--- src/rtl/prog_loader.sv ---
// Byte-stream program loader: length header, big-endian words into instruction memory, then
// releases the CPU. Define LOADER_CHKSUM_EN to require a trailing XOR checksum byte.
module prog_loader #(
  parameter logic [31:0] BASE_ADDR = 32'h0000_0000,
  parameter int unsigned MAX_WORDS = 256
) (
  input  logic        clk,
  input  logic        rst,
  input  logic        rx_valid,
  input  logic [7:0]  rx_byte,
  output logic        rx_ready,
  output logic        mem_we,
  output logic [31:0] mem_addr,
  output logic [31:0] mem_wdata,
  output logic        cpu_rst,
  output logic        done,
  output logic        err
);

`ifdef LOADER_CHKSUM_EN
  typedef enum logic [2:0] {StLenHi, StLenLo, StLoad, StChk, StRun, StErr} state_e;
`else
  typedef enum logic [2:0] {StLenHi, StLenLo, StLoad, StRun, StErr} state_e;
`endif

  state_e      state_q;
  logic [15:0] count_q;
  logic [15:0] word_idx_q;
  logic [1:0]  byte_cnt_q;
  logic [31:0] word_q;
  logic        mem_we_q;
  logic [31:0] mem_addr_q;
  logic [31:0] mem_wdata_q;
  logic        cpu_rst_q;
  logic        done_q;
  logic        err_q;
`ifdef LOADER_CHKSUM_EN
  logic [7:0]  xor_q;
`endif

  logic        accept;
  logic [15:0] len_full;
  logic [31:0] word_full;
  logic [16:0] idx_inc;
  logic        last_word;
  logic        too_long;

  assign rx_ready  = (state_q != StRun) && (state_q != StErr);
  assign accept    = rx_valid && rx_ready;
  assign len_full  = {count_q[15:8], rx_byte};
  assign word_full = {word_q[23:0], rx_byte};
  // 17-bit increment so the final index never wraps before the compare
  assign idx_inc   = {1'b0, word_idx_q} + 17'd1;
  assign last_word = (idx_inc == {1'b0, count_q});
  assign too_long  = 32'(len_full) > MAX_WORDS;

  always_ff @(posedge clk or posedge rst) begin
    if (rst) begin
      state_q     <= StLenHi;
      count_q     <= 16'd0;
      word_idx_q  <= 16'd0;
      byte_cnt_q  <= 2'd0;
      word_q      <= 32'd0;
      mem_we_q    <= 1'b0;
      mem_addr_q  <= BASE_ADDR;
      mem_wdata_q <= 32'd0;
      cpu_rst_q   <= 1'b1;
      done_q      <= 1'b0;
      err_q       <= 1'b0;
`ifdef LOADER_CHKSUM_EN
      xor_q       <= 8'd0;
`endif
    end else begin
      mem_we_q <= 1'b0;
      unique case (state_q)
        StLenHi: begin
          if (accept) begin
            count_q[15:8] <= rx_byte;
            state_q       <= StLenLo;
          end
        end
        StLenLo: begin
          if (accept) begin
            count_q    <= len_full;
            word_idx_q <= 16'd0;
            byte_cnt_q <= 2'd0;
            if (too_long) begin
              state_q <= StErr;
              err_q   <= 1'b1;
            end else if (len_full == 16'd0) begin
`ifdef LOADER_CHKSUM_EN
              state_q <= StChk;
`else
              state_q   <= StRun;
              done_q    <= 1'b1;
              cpu_rst_q <= 1'b0;
`endif
            end else begin
              state_q <= StLoad;
            end
          end
        end
        StLoad: begin
          if (accept) begin
            word_q     <= word_full;
            byte_cnt_q <= byte_cnt_q + 2'd1;
`ifdef LOADER_CHKSUM_EN
            xor_q      <= xor_q ^ rx_byte;
`endif
            if (byte_cnt_q == 2'd3) begin
              mem_we_q    <= 1'b1;
              mem_addr_q  <= BASE_ADDR + {14'd0, word_idx_q, 2'b00};
              mem_wdata_q <= word_full;
              word_idx_q  <= idx_inc[15:0];
              if (last_word) begin
`ifdef LOADER_CHKSUM_EN
                state_q <= StChk;
`else
                // cpu_rst/done follow one cycle later, after the final strobe
                state_q <= StRun;
`endif
              end
            end
          end
        end
`ifdef LOADER_CHKSUM_EN
        StChk: begin
          if (accept) begin
            if (rx_byte == xor_q) begin
              state_q   <= StRun;
              done_q    <= 1'b1;
              cpu_rst_q <= 1'b0;
            end else begin
              state_q <= StErr;
              err_q   <= 1'b1;
            end
          end
        end
`endif
        StRun: begin
          done_q    <= 1'b1;
          cpu_rst_q <= 1'b0;
        end
        StErr: begin
          err_q     <= 1'b1;
          done_q    <= 1'b0;
          cpu_rst_q <= 1'b1;
        end
        default: state_q <= StLenHi;
      endcase
    end
  end

  assign mem_we    = mem_we_q;
  assign mem_addr  = mem_addr_q;
  assign mem_wdata = mem_wdata_q;
  assign cpu_rst   = cpu_rst_q;
  assign done      = done_q;
  assign err       = err_q;

endmodule
--- config.mk ---
export PLATFORM = sky130hd
export DESIGN_NAME = prog_loader
export DESIGN_NICKNAME = d
export VERILOG_FILES = /design/src/rtl/prog_loader.sv
export SDC_FILE = /design/constraint.sdc
export NUM_CORES = 1
export LEC_CHECK = 0
export CORE_MARGIN = 2
export CORE_UTILIZATION = 56
export CTS_BUF_LIST = sky130_fd_sc_hd__clkbuf_4
export CTS_CLUSTER_SIZE = 20
export DETAILED_ROUTE_END_ITERATION = 8
export PLACE_DENSITY = 0.9
export SYNTH_ARGS = -nofsm -noshare
export SYNTH_HDL_FRONTEND = slang
export SYNTH_SLANG_ARGS = --single-unit
--- constraint.sdc ---
create_clock -name clk -period 3.8 [get_ports clk]
set_clock_uncertainty 0.2 [all_clocks]
set_input_delay 0.38 -clock clk [delete_from_list [all_inputs] [get_ports clk]]
set_output_delay 0.38 -clock clk [all_outputs]
set_load 0.02 [all_outputs]
==> impl_results.md, run 1 <==
- HP Class: in2async
- Largest family of logic cells by synthesized area: simple AND/OR/NAND/NOR gates
- Layout cell share with drive strength beyond 1: between 10% and 20%
- Complex-gate fraction of the synthesized area: roughly 7.4%
- Maxcap violations: 0
- Crit path largest cell delay: 0.55 ns
- Final instance area: about 6000 um2
- CP endpoint kind: register
- Clock Pin Slew Worst Setup and Hold Paths: approximately 0.12 ns
- XOR/XNOR Fraction of Synth Area: under 10%
- Cells after synthesis: approximately 520
- CTS tree: yes
- Final ANT Viol Nets: 0
- Simple-gate share of the synthesized area: 18.9%
- Worst endpoint required time: ~4 ns
- Endpoint of the worst register-to-register path: state_q[0]$_DFFE_PP0P_
- Delay-heaviest family, CP: simple AND/OR/NAND/NOR gates
- TritonCTS buffer count: 17
- Core area: 9110 um2
- #FFs+latches synth: about 110
- Leak: about 2.8 nW
- Row Count: 35
- Asr flop ratio synth: 100%
- # clock sinks: between 100 and 150
- Top-count cell post-synth: nand2_1
- Post-CTS Setup Bufs: 0
- DRC: 0
- Peak VDD IR: roughly 0.46 mV
- List of most frequent post-synthesis cells: nand2_1, dfrtp_1, mux2_2
- Die outline height: roughly 100 um
- H-tree Lvls: 4
- Hold Vio Cnt, Final: 0
- CP cell instances: ha_1 > nand3_1 > nor2_1 > xnor2_1 > nand2_1 > or4_1 > o31ai_2
- Max Freq: 353 MHz
- Number of port buffers: 63
- Worst skew pair latency: about 0.52 ns
- Status: finished, final reports clean
- Seq/Total Area, Yosys: a little over half
- ANT cells: 0
- Filler cell count in the final layout: roughly 670
- Reg2reg setup slack: 0.96 ns
- I/O pins: 80
- Placed wire-length estimate: roughly 7.7 mm
- Total track usage: between 20 and 25%
- RePlAce Congestion: between 0.8 and 0.9
- Synth Area in Adders: 0.481%
- Worst EP arrival: between 3 and 4 ns
- Multiplexer area fraction after synthesis: 8.66%
- Die area: 10100 um2
- Initial antenna violation count: 0
- Pre-antenna DRT Iters: 4
- Post-DR vias/cell: 5.50
- Fin. max-slew vios: 0
- FF-to-FF path depth: 7
- WL/cell: 16.4 um
- Distinct cell type count of the synthesized netlist: 48
- Area leader, netlist: dfrtp_1
- Synth Flop Type: dfrtp_1
- CP Buf/Inv Count: 0
- PwrDens: 577 nW/um2
- Cts repair resizes: 0
- Root Driver: clkbuf_4
- Slew margin rel.: a little over two fifths
- Placement Cell Area: 5860 um2
- CP max stage cell: dfrtp_1
- Reg-to-reg startpoint: word_idx_q[0]$_DFFE_PP0P_
- Final setup violation count: 0
- Avg Cell Area, Syn: slightly below 10 um2
- Number of global-route vias before repair: just under 4000
- Initial DRC count: roughly 200
- Critical-path maximum fanout: 8
- Final nets: 596
- Post-CTS Hold Fix Bufs: 0
- Setup Total Neg Slack: 0 ns
- Final period util: between 70% and 80%
- RSZ-0062 raised after global routing: no
- First-pass GRT wire length: between 15 and 20 mm
- Final core occ: about 67%
- Yosys warnings: 0
- Final wirelength: approximately 12 mm
- Startpoint types: register
- Top cells by area, synth: dfrtp_1, nand2_1, mux2_2
- CP Class: reg2reg
- Number of synthesized flops with an enable pin: 0
- Max Buffers Root-to-Sink: 2
- GR Overflow Total: 0
- Tmin final: between 2 and 3 ns
- Worst-Margin Slew: ~0.84 ns
- Area delta synth->final: 17.8%
- DR vias: approximately 3900
- CP Depth: 7
- Die width: 100 um
- Largest net degree at the start of global routing: 68
- Synth top area share: between 50 and 60%
- Initial Util: 57.1%
- Synthesized area: 5200 um2
-- cells by family (layout without fill, tap and decap cells) --
family	after synthesis	after routing
other	1	16
buffers and inverters	51	109
and+or+nand+nor	229	229
muxes	40	40
AOI/OAI and AO/OA	59	59
adders and majority gates	2	2
xor gates and xnor gates	28	28
DFF	113	113
-- through the flow --
stage / setup WS (ns) / instances / total power [W] / hold WS (ns)
3_3_place_gp: 1.10 / 675 / 0.00265 / 0.252
6_report: 0.963 / 707 / 0.00354 / 0.144
4_1_cts: 0.974 / 707 / 0.00356 / 0.155
3_5_place_dp: 1.02 / 675 / 0.00270 / 0.261
2_1_floorplan: 0.234 / 538 / 0.00222 / 0.235
5_1_grt: 0.811 / 707 / 0.00371 / 0.212
-- cell usage in the layout, fill, tap and decap left out, types with 2 or more instances in the layout --
cell	Yosys	final
a21oi_1	9	9
a22o_1	2	2
a31oi_1	3	3
and2_1	2	2
and4_1	3	3
buf_4	18	6
clkbuf_4	0	18
clkdlybuf4s50_1	0	63
clkinv_2	0	2
clkinv_4	0	2
clkinvlp_4	0	5
conb_1	1	16
dfrtp_1	112	112
ha_1	2	2
inv_1	7	6
inv_6	0	4
mux2_2	40	40
nand2_1	167	166
nand2b_1	2	2
nand3_1	7	7
nand4_1	2	2
nand4_4	2	2
nor2_1	23	23
nor2b_1	2	2
nor3_1	8	8
nor4_1	3	3
o21ai_0	27	27
o31ai_1	6	6
or2_2	2	2
xnor2_1	17	17
xor2_1	11	11
-- cell type report --
| class | instances | area [um2] | area share (%) |
|---|---|---|---|
| inverters | 7 | 28.8 | 0.470 |
| multi-input cells | 374 | 2170 | 35.4 |
| well taps | 111 | 139 | 2.27 |
| flip-flops and latches | 113 | 2830 | 46.2 |
| repair buffers | 70 | 696 | 11.4 |
| clock inverters | 14 | 130 | 2.12 |
| clock buffers | 18 | 135 | 2.21 |
-- state kept, by name, summed over array words and instances (netlist names) --
register,flops
mem_wdata,32
err,1
byte_cnt_q,2
cpu_rst,1
word_idx_q,16
word_q,24
mem_we,1
state_q,3
mem_addr,16
count_q,16
done,1
-- metal layers --
layer	global-route usage [%]	share of wire, %
met4	9.06	1.5
met2	41.6	50
met1	31.3	43
met5	0	0
met3	5.85	5.0
-- worst max-delay path by stage --
| stage | start | to | slack (ns) |
|---|---|---|---|
| after floorplan | rst | byte_cnt_q[0]$_DFFE_PP0P_ | 0.23 |
| after global placement | word_idx_q[0]$_DFFE_PP0P_ | state_q[0]$_DFFE_PP0P_ | 1.10 |
| after detailed placement | word_idx_q[0]$_DFFE_PP0P_ | state_q[0]$_DFFE_PP0P_ | 1.02 |
| after CTS | word_idx_q[0]$_DFFE_PP0P_ | state_q[0]$_DFFE_PP0P_ | 0.97 |
| after global routing | word_idx_q[0]$_DFFE_PP0P_ | state_q[0]$_DFFE_PP0P_ | 0.81 |
| final | word_idx_q[0]$_DFFE_PP0P_ | state_q[0]$_DFFE_PP0P_ | 0.96 |
-- power breakdown --
part / switching (W) / internal, W
clock network: 0.000507 / 0.000338
registers: 0.000197 / 0.00146
logic: 0.000551 / 0.000482
No activity file was read; power rests on OpenSTA's default activity.
==> run 2: changes to the inputs <==
CORE_UTILIZATION = 50   (was 56)
PLACE_DENSITY = 0.86   (was 0.9)
clock period = 2.6 ns   (was 3.8 ns; I/O delays follow)
==> impl_results.md, run 2 (same netlist as run 1, synthesis figures left out) <==
- CP max stage cell: or4_1
- Fraction of power spent switching nets: 35.5% (+0.038 points)
- Layout cell share with drive strength beyond 1: 19.4% (+4.5 points)
- Worst EP arrival: 2.75 ns (-0.32 ns)
- Initial Util: 50.8% (-6.3 points)
- Met1 WL: 5.17 mm (+2.7%)
- PwrDens: 847 nW/um2 (+47%)
- Reg2reg setup slack: 0.08 ns (-0.88 ns)
- Die outline height: 106 um (+5.6%)
- Comb power frac: 29.4% (+0.2 points)
- Commonest non-fill, non-tap cell in the layout: nand2_1
- Max Freq: 397 MHz (+13%)
- WL/cell: 16.0 um (-2.5%)
- Commonest cells after routing, fill and taps aside: nand2_1, dfrtp_1, clkdlybuf4s50_1
- Tmin final: 2.52 ns (-0.320 ns)
- Status: finished, final reports clean
- Final period util: 96.8% (+22 points)
- Startpoint types: register
- Row Count: 37 (+5.7%)
- CTS tree: yes
- Endpoint of the worst register-to-register path: state_q[0]$_DFFE_PP0P_
- WHS Endpoint: mem_wdata[2]$_DFFE_PP0P_
- Seq pwr share: 44.4% (-2.5 points)
- Die area: 11200 um2 (+12%)
- RePlAce Congestion: 0.883 (+0.11%)
- Root Driver: clkbuf_4
- DR vias: 3993 (+2.6%)
- Max FFs per register: 32 (unchanged)
- CP cell instances: buf_4 > nand4_4 > or2_1 > a2111oi_4 > o311ai_1 > or4_1 > o31ai_2
- Routed wl met3: 687 um (+19%)
- Net Sw Power: 0.00194 W (+55%)
- Reg-to-reg startpoint: word_idx_q[1]$_DFFE_PP0P_
- I/O pins: 80 (unchanged)
- Max Buffers Root-to-Sink: 2 (unchanged)
- Core area: 10200 um2 (+12%)
- Final instance area: 6440 um2 (+5.2%)
- HP Class: in2reg
- Slew margin rel.: 52.3% (+8.4 points)
- Setup ws final: 0.0832 ns (-0.880 ns)
- Worst endpoint required time: 2.83 ns (-1.20 ns)
- Initial DRC count: 338 (+68%)
- Final setup violation count: 0 (unchanged)
- Final wirelength: 12.1 mm (+4.1%)
- Initial antenna violation count: 0 (unchanged)
- Die width: 106 um (+5.6%)
- First-pass GRT wire length: 19.9 mm (+3.2%)
- Hold Path Stages: 3
- Number of port buffers: 63 (unchanged)
- Clk pwr share: 26.3% (+2.4 points)
- Number of global-route vias before repair: 4025 (+2.5%)
- Fin. max-slew vios: 0 (unchanged)
- ANT cells: 0 (unchanged)
- Post-DR vias/cell: 5.29 (-3.9%)
- Critical-path maximum fanout: 5 (-3)
- Worst-Margin Slew: 0.716 ns (-0.122 ns)
- Hold Vio Cnt, Final: 0 (unchanged)
- Setup Total Neg Slack: 0 ns (unchanged)
- Maxcap violations: 0 (unchanged)
- Crit path largest cell delay: 0.55 ns (about the same)
- Final nets: 619 (+3.9%)
- Placed wire-length estimate: 8.35 mm (+8.2%)
- Peak VDD IR: 0.712 mV (+54%)
- Int Pwr: 0.00352 W (+54%)
- DR top layer: met4
- RSZ-0062 raised after global routing: no
- Met2 WL: 6.08 mm (+4.3%)
- Final ANT Viol Nets: 0 (unchanged)
- CP endpoint kind: register
- DRC: 0 (unchanged)
- Leak: 2.99 nW (+5.3%)
- FF-to-FF path depth: 7 (unchanged)
- Post-CTS Setup Bufs: 0 (unchanged)
- Placement Cell Area: 6100 um2 (+4.0%)
- Hold path startpoint: rx_byte[2]
- # clock sinks: 113 (unchanged)
- GR Overflow Total: 0 (unchanged)
- Worst skew pair latency: 0.53 ns (about the same)
- Dpl ws: -0.00255 ns (-1.02 ns)
- Area delta synth->final: 23.9%
- Clock Pin Slew Worst Setup and Hold Paths: 0.12 ns (about the same)
- Total track usage: 22.7% (-2.0 points)
- Pre-antenna DRT Iters: 4 (unchanged)
- Largest net degree at the start of global routing: 68 (unchanged)
- CP Class: reg2reg
- H-tree Lvls: 4 (unchanged)
- TritonCTS buffer count: 17 (unchanged)
## run 2: final cells by class
class	instances	area [um2]
fillers	841	3790
flip-flops and latches	113	2840
multi-input cells	374	2200
repair buffers	93	898
clock inverters	15	185
well taps	136	170
clock buffers	17	128
inverters	7	30.0
## run 2: what timing repair did
action,in CTS,in global routing
gates resized for setup,0,9
pin swaps,2,5
setup endpoints to repair,1,2
hold buffers,1,0
endpoints found under the hold margin,22,0
## run 2: per-stage QoR
step	utilization [%]	power, W	std cells	hold WS [ns]
after global routing	63.0	0.00573	755	0.229
final	63.0	0.00546	755	0.255
after detailed placement	59.6	0.00403	722	0.258
after floorplan	-	0.00327	538	0.165
after CTS	62.7	0.00548	755	0.232
after global placement	59.6	0.00395	722	0.247
## run 2: worst max-delay path by stage
| stage | start | endpoint | slack, ns |
|---|---|---|---|
| after floorplan | word_idx_q[0]$_DFFE_PP0P_ | state_q[0]$_DFFE_PP0P_ | 0.05 |
| after global placement | word_idx_q[0]$_DFFE_PP0P_ | state_q[0]$_DFFE_PP0P_ | 0.08 |
| after detailed placement | word_idx_q[0]$_DFFE_PP0P_ | state_q[0]$_DFFE_PP0P_ | -0.003 |
| after CTS | word_idx_q[0]$_DFFE_PP0P_ | state_q[0]$_DFFE_PP0P_ | 0.03 |
| after global routing | word_idx_q[0]$_DFFE_PP0P_ | state_q[0]$_DFFE_PP0P_ | 0.02 |
| final | word_idx_q[1]$_DFFE_PP0P_ | state_q[0]$_DFFE_PP0P_ | 0.08 |
## run 2: worst max-delay path: cells and delay by family (launching register included)
kind            cells  cell delay, ns
flops               1            0.41
simple gates        3            0.99
buf+inv             1            0.17
compound gates      3            0.66
## run 2: routing by layer
| metal | vias to the layer above | track usage, % |
|---|---|---|
| met1 | 1966 | 29.7 |
| li1 | 1879 | - |
| met2 | 132 | 37.2 |
| met3 | 16 | 5.27 |
| met4 | 0 | 8.27 |
| met5 | - | 0 |
## run 2: power groups by stage
| stage | Sequential (W) | Clock [W] | Combinational [W] |
|---|---|---|---|
| CTS | 0.00241 | 0.00146 | 0.00162 |
| global placement | 0.00241 | 0 | 0.00155 |
| detailed placement | 0.00243 | 0 | 0.00160 |
| floorplan | 0.00269 | 0 | 0.000576 |
| finish | 0.00242 | 0.00143 | 0.00160 |
| global route | 0.00245 | 0.00154 | 0.00173 |
